<file path="src/rtl/alu_seq_pkg.sv">
// alu_seq_pkg: shared op codes, status-bit positions and FSM state
// encoding for the alu_seq block and its digit sub-module.
package alu_seq_pkg;

  // ALU op codes; codes 14 and 15 are undefined (pass A, update N/Z).
  typedef enum logic [3:0] {
    C_ALU_CTRL_THA = 4'd0,
    C_ALU_CTRL_BIT = 4'd1,
    C_ALU_CTRL_CMP = 4'd2,
    C_ALU_CTRL_INC = 4'd3,
    C_ALU_CTRL_DEC = 4'd4,
    C_ALU_CTRL_ASL = 4'd5,
    C_ALU_CTRL_LSR = 4'd6,
    C_ALU_CTRL_ROL = 4'd7,
    C_ALU_CTRL_ROR = 4'd8,
    C_ALU_CTRL_AND = 4'd9,
    C_ALU_CTRL_ORA = 4'd10,
    C_ALU_CTRL_EOR = 4'd11,
    C_ALU_CTRL_ADC = 4'd12,
    C_ALU_CTRL_SBC = 4'd13
  } alu_ctrl_e;

  // 6502 status layout: N V - B D I Z C
  localparam int C_FLAG_SHFT_C = 0;
  localparam int C_FLAG_SHFT_Z = 1;
  localparam int C_FLAG_SHFT_I = 2;
  localparam int C_FLAG_SHFT_D = 3;
  localparam int C_FLAG_SHFT_B = 4;
  localparam int C_FLAG_SHFT_U = 5;
  localparam int C_FLAG_SHFT_V = 6;
  localparam int C_FLAG_SHFT_N = 7;

  typedef enum logic [1:0] {
    C_ALU_ST_IDLE = 2'd0,
    C_ALU_ST_BUSY = 2'd1,
    C_ALU_ST_HOLD = 2'd2
  } alu_st_e;

endpackage

</file>
<file path="src/rtl/alu_seq_bcd_digit.sv">
// alu_seq_bcd_digit: one BCD digit of a 6502-style decimal add/subtract.
//   sub   : 0 = add (cin/cout are carry), 1 = subtract (cin/cout are borrow)
//   a, b  : operand nibbles (values >9 accepted, rule below defines result)
//   digit : result nibble, cout : carry/borrow to the next digit
module alu_seq_bcd_digit (
  input  logic       sub,
  input  logic [3:0] a,
  input  logic [3:0] b,
  input  logic       cin,
  output logic [3:0] digit,
  output logic       cout
);

  logic [4:0] s, s_adj;
  logic [5:0] d, d_adj;   // 2's complement, bit 5 is the sign

  always_comb begin
    s     = {1'b0, a} + {1'b0, b} + {4'b0, cin};
    s_adj = s + 5'd6;
    d     = {2'b0, a} - {2'b0, b} - {5'b0, cin};
    d_adj = d - 6'd6;
    digit = s[3:0];
    cout  = 1'b0;
    if (sub) begin
      digit = d[3:0];
      if (d[5]) begin
        digit = d_adj[3:0];
        cout  = 1'b1;
      end
    end else if (s > 5'd9) begin
      digit = s_adj[3:0];
      cout  = 1'b1;
    end
  end

endmodule

</file>
<file path="src/rtl/alu_seq.sv">
// alu_seq: handshaked WIDTH-bit 6502-style ALU. Binary ops produce a result
// one edge after accept; decimal ADC/SBC walk one BCD digit per cycle.
//   CLK/RST               clock, async active-high reset
//   IN_VALID/IN_READY     op handshake (A, B, FLAG_IN, CTRL sampled on accept)
//   OUT_VALID/OUT_READY   result handshake (OUT, FLAG_OUT registered)
module alu_seq
  import alu_seq_pkg::*;
#(
  parameter int WIDTH  = 8,
  parameter bit DEC_EN = 1'b1
) (
  input  logic             CLK,
  input  logic             RST,
  input  logic             IN_VALID,
  output logic             IN_READY,
  input  logic [WIDTH-1:0] A,
  input  logic [WIDTH-1:0] B,
  input  logic [7:0]       FLAG_IN,
  input  logic [3:0]       CTRL,
  output logic             OUT_VALID,
  input  logic             OUT_READY,
  output logic [WIDTH-1:0] OUT,
  output logic [7:0]       FLAG_OUT
);

  localparam int NDIG = WIDTH / 4;
  localparam int KW   = (NDIG > 1) ? $clog2(NDIG) : 1;

  alu_st_e          state, state_nxt;
  logic [WIDTH-1:0] a_q, b_q, acc_q, acc_nxt;
  logic [3:0]       ctrl_q;
  logic [7:0]       flag_q;
  logic [KW-1:0]    k_q;
  logic             cy_q;

  logic busy, accept, dec_sel, last;
  assign busy      = (state == C_ALU_ST_BUSY);
  assign IN_READY  = ~RST & ((state == C_ALU_ST_IDLE) | ((state == C_ALU_ST_HOLD) & OUT_READY));
  assign accept    = IN_VALID & IN_READY;
  assign OUT_VALID = (state == C_ALU_ST_HOLD);
  assign dec_sel   = DEC_EN & FLAG_IN[C_FLAG_SHFT_D] &
                     ((CTRL == C_ALU_CTRL_ADC) | (CTRL == C_ALU_CTRL_SBC));
  assign last      = (k_q == KW'(NDIG - 1));

  // Binary ALU. Live inputs drive it on accept; in BUSY the captured
  // operands drive it so its ADC/SBC V flag serves the decimal result.
  logic [WIDTH-1:0] op_a, op_b, res;
  logic [3:0]       op_c;
  logic [7:0]       op_f, fl;
  logic [WIDTH:0]   sum, dif, cmp;
  logic             nz;

  assign op_a = busy ? a_q    : A;
  assign op_b = busy ? b_q    : B;
  assign op_c = busy ? ctrl_q : CTRL;
  assign op_f = busy ? flag_q : FLAG_IN;

  always_comb begin
    res = op_a;
    fl  = op_f;
    nz  = 1'b0;
    sum = {1'b0, op_a} + {1'b0, op_b} + {{WIDTH{1'b0}}, op_f[C_FLAG_SHFT_C]};
    // A + ~B + C: carry out is the 6502 "no borrow" C
    dif = {1'b0, op_a} + {1'b0, ~op_b} + {{WIDTH{1'b0}}, op_f[C_FLAG_SHFT_C]};
    cmp = {1'b0, op_a} - {1'b0, op_b};
    case (op_c)
      C_ALU_CTRL_THA: ;
      C_ALU_CTRL_BIT: begin
        fl[C_FLAG_SHFT_N] = op_b[WIDTH-1];
        fl[C_FLAG_SHFT_V] = op_b[WIDTH-2];
        fl[C_FLAG_SHFT_Z] = ((op_a & op_b) == '0);
      end
      C_ALU_CTRL_CMP: begin
        fl[C_FLAG_SHFT_C] = ~cmp[WIDTH];
        fl[C_FLAG_SHFT_N] = cmp[WIDTH-1];
        fl[C_FLAG_SHFT_Z] = (cmp[WIDTH-1:0] == '0);
      end
      C_ALU_CTRL_INC: begin res = op_a + WIDTH'(1); nz = 1'b1; end
      C_ALU_CTRL_DEC: begin res = op_a - WIDTH'(1); nz = 1'b1; end
      C_ALU_CTRL_ASL: begin
        res = op_a << 1; fl[C_FLAG_SHFT_C] = op_a[WIDTH-1]; nz = 1'b1;
      end
      C_ALU_CTRL_LSR: begin
        res = op_a >> 1; fl[C_FLAG_SHFT_C] = op_a[0]; nz = 1'b1;
      end
      C_ALU_CTRL_ROL: begin
        res = {op_a[WIDTH-2:0], op_f[C_FLAG_SHFT_C]}; fl[C_FLAG_SHFT_C] = op_a[WIDTH-1]; nz = 1'b1;
      end
      C_ALU_CTRL_ROR: begin
        res = {op_f[C_FLAG_SHFT_C], op_a[WIDTH-1:1]}; fl[C_FLAG_SHFT_C] = op_a[0]; nz = 1'b1;
      end
      C_ALU_CTRL_AND: begin res = op_a & op_b; nz = 1'b1; end
      C_ALU_CTRL_ORA: begin res = op_a | op_b; nz = 1'b1; end
      C_ALU_CTRL_EOR: begin res = op_a ^ op_b; nz = 1'b1; end
      C_ALU_CTRL_ADC: begin
        res = sum[WIDTH-1:0];
        fl[C_FLAG_SHFT_C] = sum[WIDTH];
        fl[C_FLAG_SHFT_V] = (op_a[WIDTH-1] == op_b[WIDTH-1]) & (res[WIDTH-1] != op_a[WIDTH-1]);
        nz = 1'b1;
      end
      C_ALU_CTRL_SBC: begin
        res = dif[WIDTH-1:0];
        fl[C_FLAG_SHFT_C] = dif[WIDTH];
        fl[C_FLAG_SHFT_V] = (op_a[WIDTH-1] != op_b[WIDTH-1]) & (res[WIDTH-1] != op_a[WIDTH-1]);
        nz = 1'b1;
      end
      default: nz = 1'b1;
    endcase
    if (nz) begin
      fl[C_FLAG_SHFT_N] = res[WIDTH-1];
      fl[C_FLAG_SHFT_Z] = (res == '0);
    end
  end

  // Decimal digit step: single digit unit, nibble k of the captured operands.
  logic       dsub, dig_co;
  logic [3:0] dig;
  logic [7:0] dec_fl;
  assign dsub = (ctrl_q == C_ALU_CTRL_SBC);

  alu_seq_bcd_digit u_digit (
    .sub   (dsub),
    .a     (a_q[4*k_q +: 4]),
    .b     (b_q[4*k_q +: 4]),
    .cin   (cy_q),
    .digit (dig),
    .cout  (dig_co)
  );

  always_comb begin
    acc_nxt = acc_q;
    acc_nxt[4*k_q +: 4] = dig;
    dec_fl = flag_q;
    dec_fl[C_FLAG_SHFT_C] = dsub ? ~dig_co : dig_co;
    dec_fl[C_FLAG_SHFT_N] = acc_nxt[WIDTH-1];
    dec_fl[C_FLAG_SHFT_Z] = (acc_nxt == '0);
    dec_fl[C_FLAG_SHFT_V] = fl[C_FLAG_SHFT_V];
  end

  // FSM
  always_ff @(posedge CLK or posedge RST) begin
    if (RST) state <= C_ALU_ST_IDLE;
    else     state <= state_nxt;
  end

  always_comb begin
    state_nxt = state;
    case (state)
      C_ALU_ST_IDLE: if (accept) state_nxt = dec_sel ? C_ALU_ST_BUSY : C_ALU_ST_HOLD;
      C_ALU_ST_BUSY: if (last)   state_nxt = C_ALU_ST_HOLD;
      C_ALU_ST_HOLD: begin
        if (accept)         state_nxt = dec_sel ? C_ALU_ST_BUSY : C_ALU_ST_HOLD;
        else if (OUT_READY) state_nxt = C_ALU_ST_IDLE;
      end
      default: state_nxt = C_ALU_ST_IDLE;
    endcase
  end

  // Datapath
  always_ff @(posedge CLK or posedge RST) begin
    if (RST) begin
      a_q <= '0; b_q <= '0; acc_q <= '0; ctrl_q <= '0; flag_q <= '0;
      k_q <= '0; cy_q <= 1'b0; OUT <= '0; FLAG_OUT <= '0;
    end else if (accept) begin
      a_q    <= A;
      b_q    <= B;
      ctrl_q <= CTRL;
      flag_q <= FLAG_IN;
      k_q    <= '0;
      cy_q   <= (CTRL == C_ALU_CTRL_SBC) ? ~FLAG_IN[C_FLAG_SHFT_C] : FLAG_IN[C_FLAG_SHFT_C];
      if (!dec_sel) begin
        OUT      <= res;
        FLAG_OUT <= fl;
      end
    end else if (busy) begin
      acc_q <= acc_nxt;
      cy_q  <= dig_co;
      k_q   <= k_q + KW'(1);
      if (last) begin
        OUT      <= acc_nxt;
        FLAG_OUT <= dec_fl;
      end
    end
  end

endmodule
</file>
<file path="config.mk">
export PLATFORM = sky130hd
export DESIGN_NAME = alu_seq
export DESIGN_NICKNAME = d
export VERILOG_FILES = /design/src/rtl/alu_seq_pkg.sv /design/src/rtl/alu_seq_bcd_digit.sv /design/src/rtl/alu_seq.sv
export SDC_FILE = /design/constraint.sdc
export NUM_CORES = 1
export LEC_CHECK = 0
export CORE_UTILIZATION = 43
export DETAILED_ROUTE_END_ITERATION = 10
export GPL_ROUTABILITY_DRIVEN = 0
export REMOVE_ABC_BUFFERS = 1
export SYNTH_ARGS = -nofsm -noshare
export SYNTH_HDL_FRONTEND = slang
export SYNTH_SLANG_ARGS = --single-unit
</file>
<file path="constraint.sdc">
create_clock -name CLK -period 5 [get_ports CLK]
set_clock_uncertainty 0.1 [all_clocks]
set_input_delay 1 -clock CLK [delete_from_list [all_inputs] [get_ports CLK]]
set_output_delay 1 -clock CLK [all_outputs]
set_load 0.05 [all_outputs]
</file>
==> results by group <==
Finish
  – P&R area growth vs syn: 15.1%
  – Final design utilization: 51.0%
  – N_diodes: 0
  – Layout Nets: between 800 and 900
  – Share of cells above drive strength 1: under 10%

Logic synthesis
  – Synth top area share: approximately 25%
  – Post-synth top area cell: dfrtp_1
  – Area of the mapped netlist: 0.00564 mm^2
  – Post-synthesis cell type count: 77
  – Number of enable flip-flop cells after synthesis: 0
  – Syn. warnings: 0
  – Gate Count Post-Synth: between 700 and 800
  – Largest cells by area after synthesis: dfrtp_1, nand2_1, ha_1
  – Seq/Total Area, Yosys: 24.8%
  – Syn avg cell area: 8.02 um^2
  – Main synth FF type: dfrtp_1
  – FFs w/ async S/R, synth: 100%
  – Synth Register Bits: 56

Hold path
  – Worst Min Path Start: flag_q[2]$_DFFE_PP0P_
  – Hold Path Class: flop to flop

Worst setup path
  – Max stage delay on crit path: 530 ps
  – Critical path startpoint category: flop
  – Top Family by Delay on Critical Path: compound AO/OA/AOI/OAI gates
  – Worst-path fanout max: 11
  – Crit-path cells: and2b_1, buf_4, mux2i_2, inv_1, ha_1, a221o_1, o21bai_1, a21oi_1, o22a_1, a21oi_1, o32ai_1, nand2_1, a31o_2
  – Crit path from: state[1]$_DFFE_PP0P_
  – Setup CP Type: flop to flop
  – CP Buf/Inv Count: 2
  – Critical Path Slowest Stage Cell: and2b_1
  – Critical path capture point type: flop
  – R2r startpoint: state[1]$_DFFE_PP0P_
  – WP data required: about 5100 ps
  – Worst Path Arrival: around 4700 ps
  – Crit path top cell by count: a21oi_1

Clock network
  – Hold Buf Count CTS: 0
  – Clk sinks: 56
  – CTS tree: yes
  – Clock tree root driver cell: clkbuf_16
  – Clock Latency Late Sink: roughly 300 ps
  – CTS clk-pin slew, worst paths: 80 ps
  – Clk buf depth: 2
  – Num CTS Buffers: 5
  – Post-CTS setup buffer count: 0
  – H-Tree Depth: 2
  – CTS-repair resized insts: 0

Power
  – Maximum vdd ir drop: roughly 0.18 mV
  – Total power: approximately 2.5 mW
  – Leak: 2.92 nW
  – Power Dens Cells: between 300 and 400 mW/mm^2

GRT
  – Vias in the first global route: 5345
  – Total grt overflow: 0
  – GRT Util Overall: 28.0%
  – First-pass GRT wire length: 28.8 mm
  – Largest net degree at the start of global routing: 57
  – Initial antenna violation count: 0

Timing
  – Slew of the pin with the lowest slew margin: 944 ps
  – Final worst setup slack: 365 ps
  – Final hold violation count: 0
  – Fmax: 216 MHz
  – Endpoints failing setup: 0
  – Slew margin rel.: 35.3%
  – Final min period: 4630 ps
  – Max-slew violation count: 0
  – Unrepaired setup endpoints after global routing: false
  – Post-route clock period utilization: 92.7%
  – TNS Setup: 0 ps

Route
  – Vias/cell: 6.10
  – Iteration count of the initial detailed-routing pass: 5
  – Post-route ant nets: 0
  – Routed wire per std cell: 20.0 um
  – DR iter-0 viols: 751
  – DRC: 0
  – Total vias in the final route: 5640
  – Drt total wl: between 15 and 20 mm

Place
  – Number of port buffers: 49
  – HPWL after detailed placement: 14.4 mm
  – Dpl ws: 210 ps

Floorplan
  – Die area: 0.0136 mm^2
  – Die Y: 117 um
  – Starting Density: 44.4%
  – Rows: 41
  – Horiz. Die Dim: 117 um
  – Core Box Area: 0.0127 mm^2
  – Io pins: 50

Outcome
  – Status: finished, final reports clean

Job
  – Maxcap violations: 0
state kept, by name (all words and copies together), names as in the netlist, 2 cells and up:
signal    count
FLAG_OUT      8
a_q           8
flag_q        8
acc_q         8
OUT           8
ctrl_q        4
b_q           8
state         2
power breakdown:
| part | switching (mW) | internal [mW] |
|---|---|---|
| registers | 0.0927 | 0.563 |
| logic | 0.909 | 0.610 |
| clock network | 0.183 | 0.191 |
| total | 1.18 | 1.36 |
cells by family (layout without fill, tap and decap cells):
kind of cell               Yosys count  after routing  share of synthesized area, %
and+or+nand+nor                    273            273                          21.5
AOI/OAI and AO/OA                  190            190                          23.7
buffers and inverters               71            119                          5.65
DFF                                 56             56                          24.8
adders and majority gates           49             49                          11.9
muxes                               42             42                          8.49
xor gates and xnor gates            23             23                          3.83
tightest hold or removal path, cell delays in order (launching register included):
cell and delay [ps]:
dfrtp_1 330, nand2_1 50, nand2_1 70
cells in the mapped netlist, drive strengths merged (8+ instances only):
cell    number
nand2      150
dfrtp       56
nor2        55
a21oi       44
ha          41
inv         41
o21ai       39
mux2i       27
clkbuf      19
xnor2       18
mux2        15
nor3        13
o21bai      11
buf         10
o221ai       9
o22ai        9
fa           8
o31ai        8
final cells by class:
| class | instances | area, um^2 |
|---|---|---|
| Multi-Input combinational cell | 577 | 3930 |
| Clock buffer | 5 | 125 |
| Sequential cell | 56 | 1400 |
| Tap cell | 172 | 215 |
| Clock inverter | 3 | 27.5 |
| Timing Repair Buffer | 69 | 641 |
| Fill cell | 1267 | 6230 |
| Inverter | 42 | 158 |
placed cells by master, fill, tap and decap left out, drive strengths merged, types with 8 or more instances in the layout:
| cell | count |
|---|---|
| o21bai | 11 |
| mux2i | 27 |
| nand2 | 150 |
| o221ai | 9 |
| nor3 | 13 |
| buf | 20 |
| inv | 42 |
| ha | 41 |
| mux2 | 15 |
| o21ai | 39 |
| clkdlybuf4s50 | 49 |
| nor2 | 55 |
| o22ai | 9 |
| o31ai | 8 |
| a21oi | 44 |
| xnor2 | 18 |
| fa | 8 |
| dfrtp | 56 |
through the flow:
step,hold slack [ps],std cells,instance area [um^2]
detailed placement,356,916,6340
CTS,375,924,6490
finish,377,924,6490
floorplan,336,675,5480
global placement,350,916,6340
global route,399,924,6490
layer usage:
layer	GRT usage (%)	part of all wire, %	vias to the layer above
met5	0	0	-
met3	5.76	8.7	37
met2	44.1	45	303
met4	9.28	2.8	0
met1	38.2	43	2703
li1	-	-	2597
path summary, 6_finish.rpt:
check / to / slack, ps / depth (start not counted)
setup / recovery: FLAG_OUT[7]$_DFFE_PP0P_ / 370 / 13
hold / removal: flag_q[2]$_DFFE_PP0P_ / 380 / 2
setup reg to reg: FLAG_OUT[7]$_DFFE_PP0P_ / 370 / 13
hold reg to reg: flag_q[2]$_DFFE_PP0P_ / 380 / 2
max in group asynchronous: acc_q[2]$_DFFE_PP0P_ / 3160 / 3
min in group asynchronous: state[1]$_DFFE_PP0P_ / 1150 / 3
Note: power is estimated with default switching activity, not from simulation.
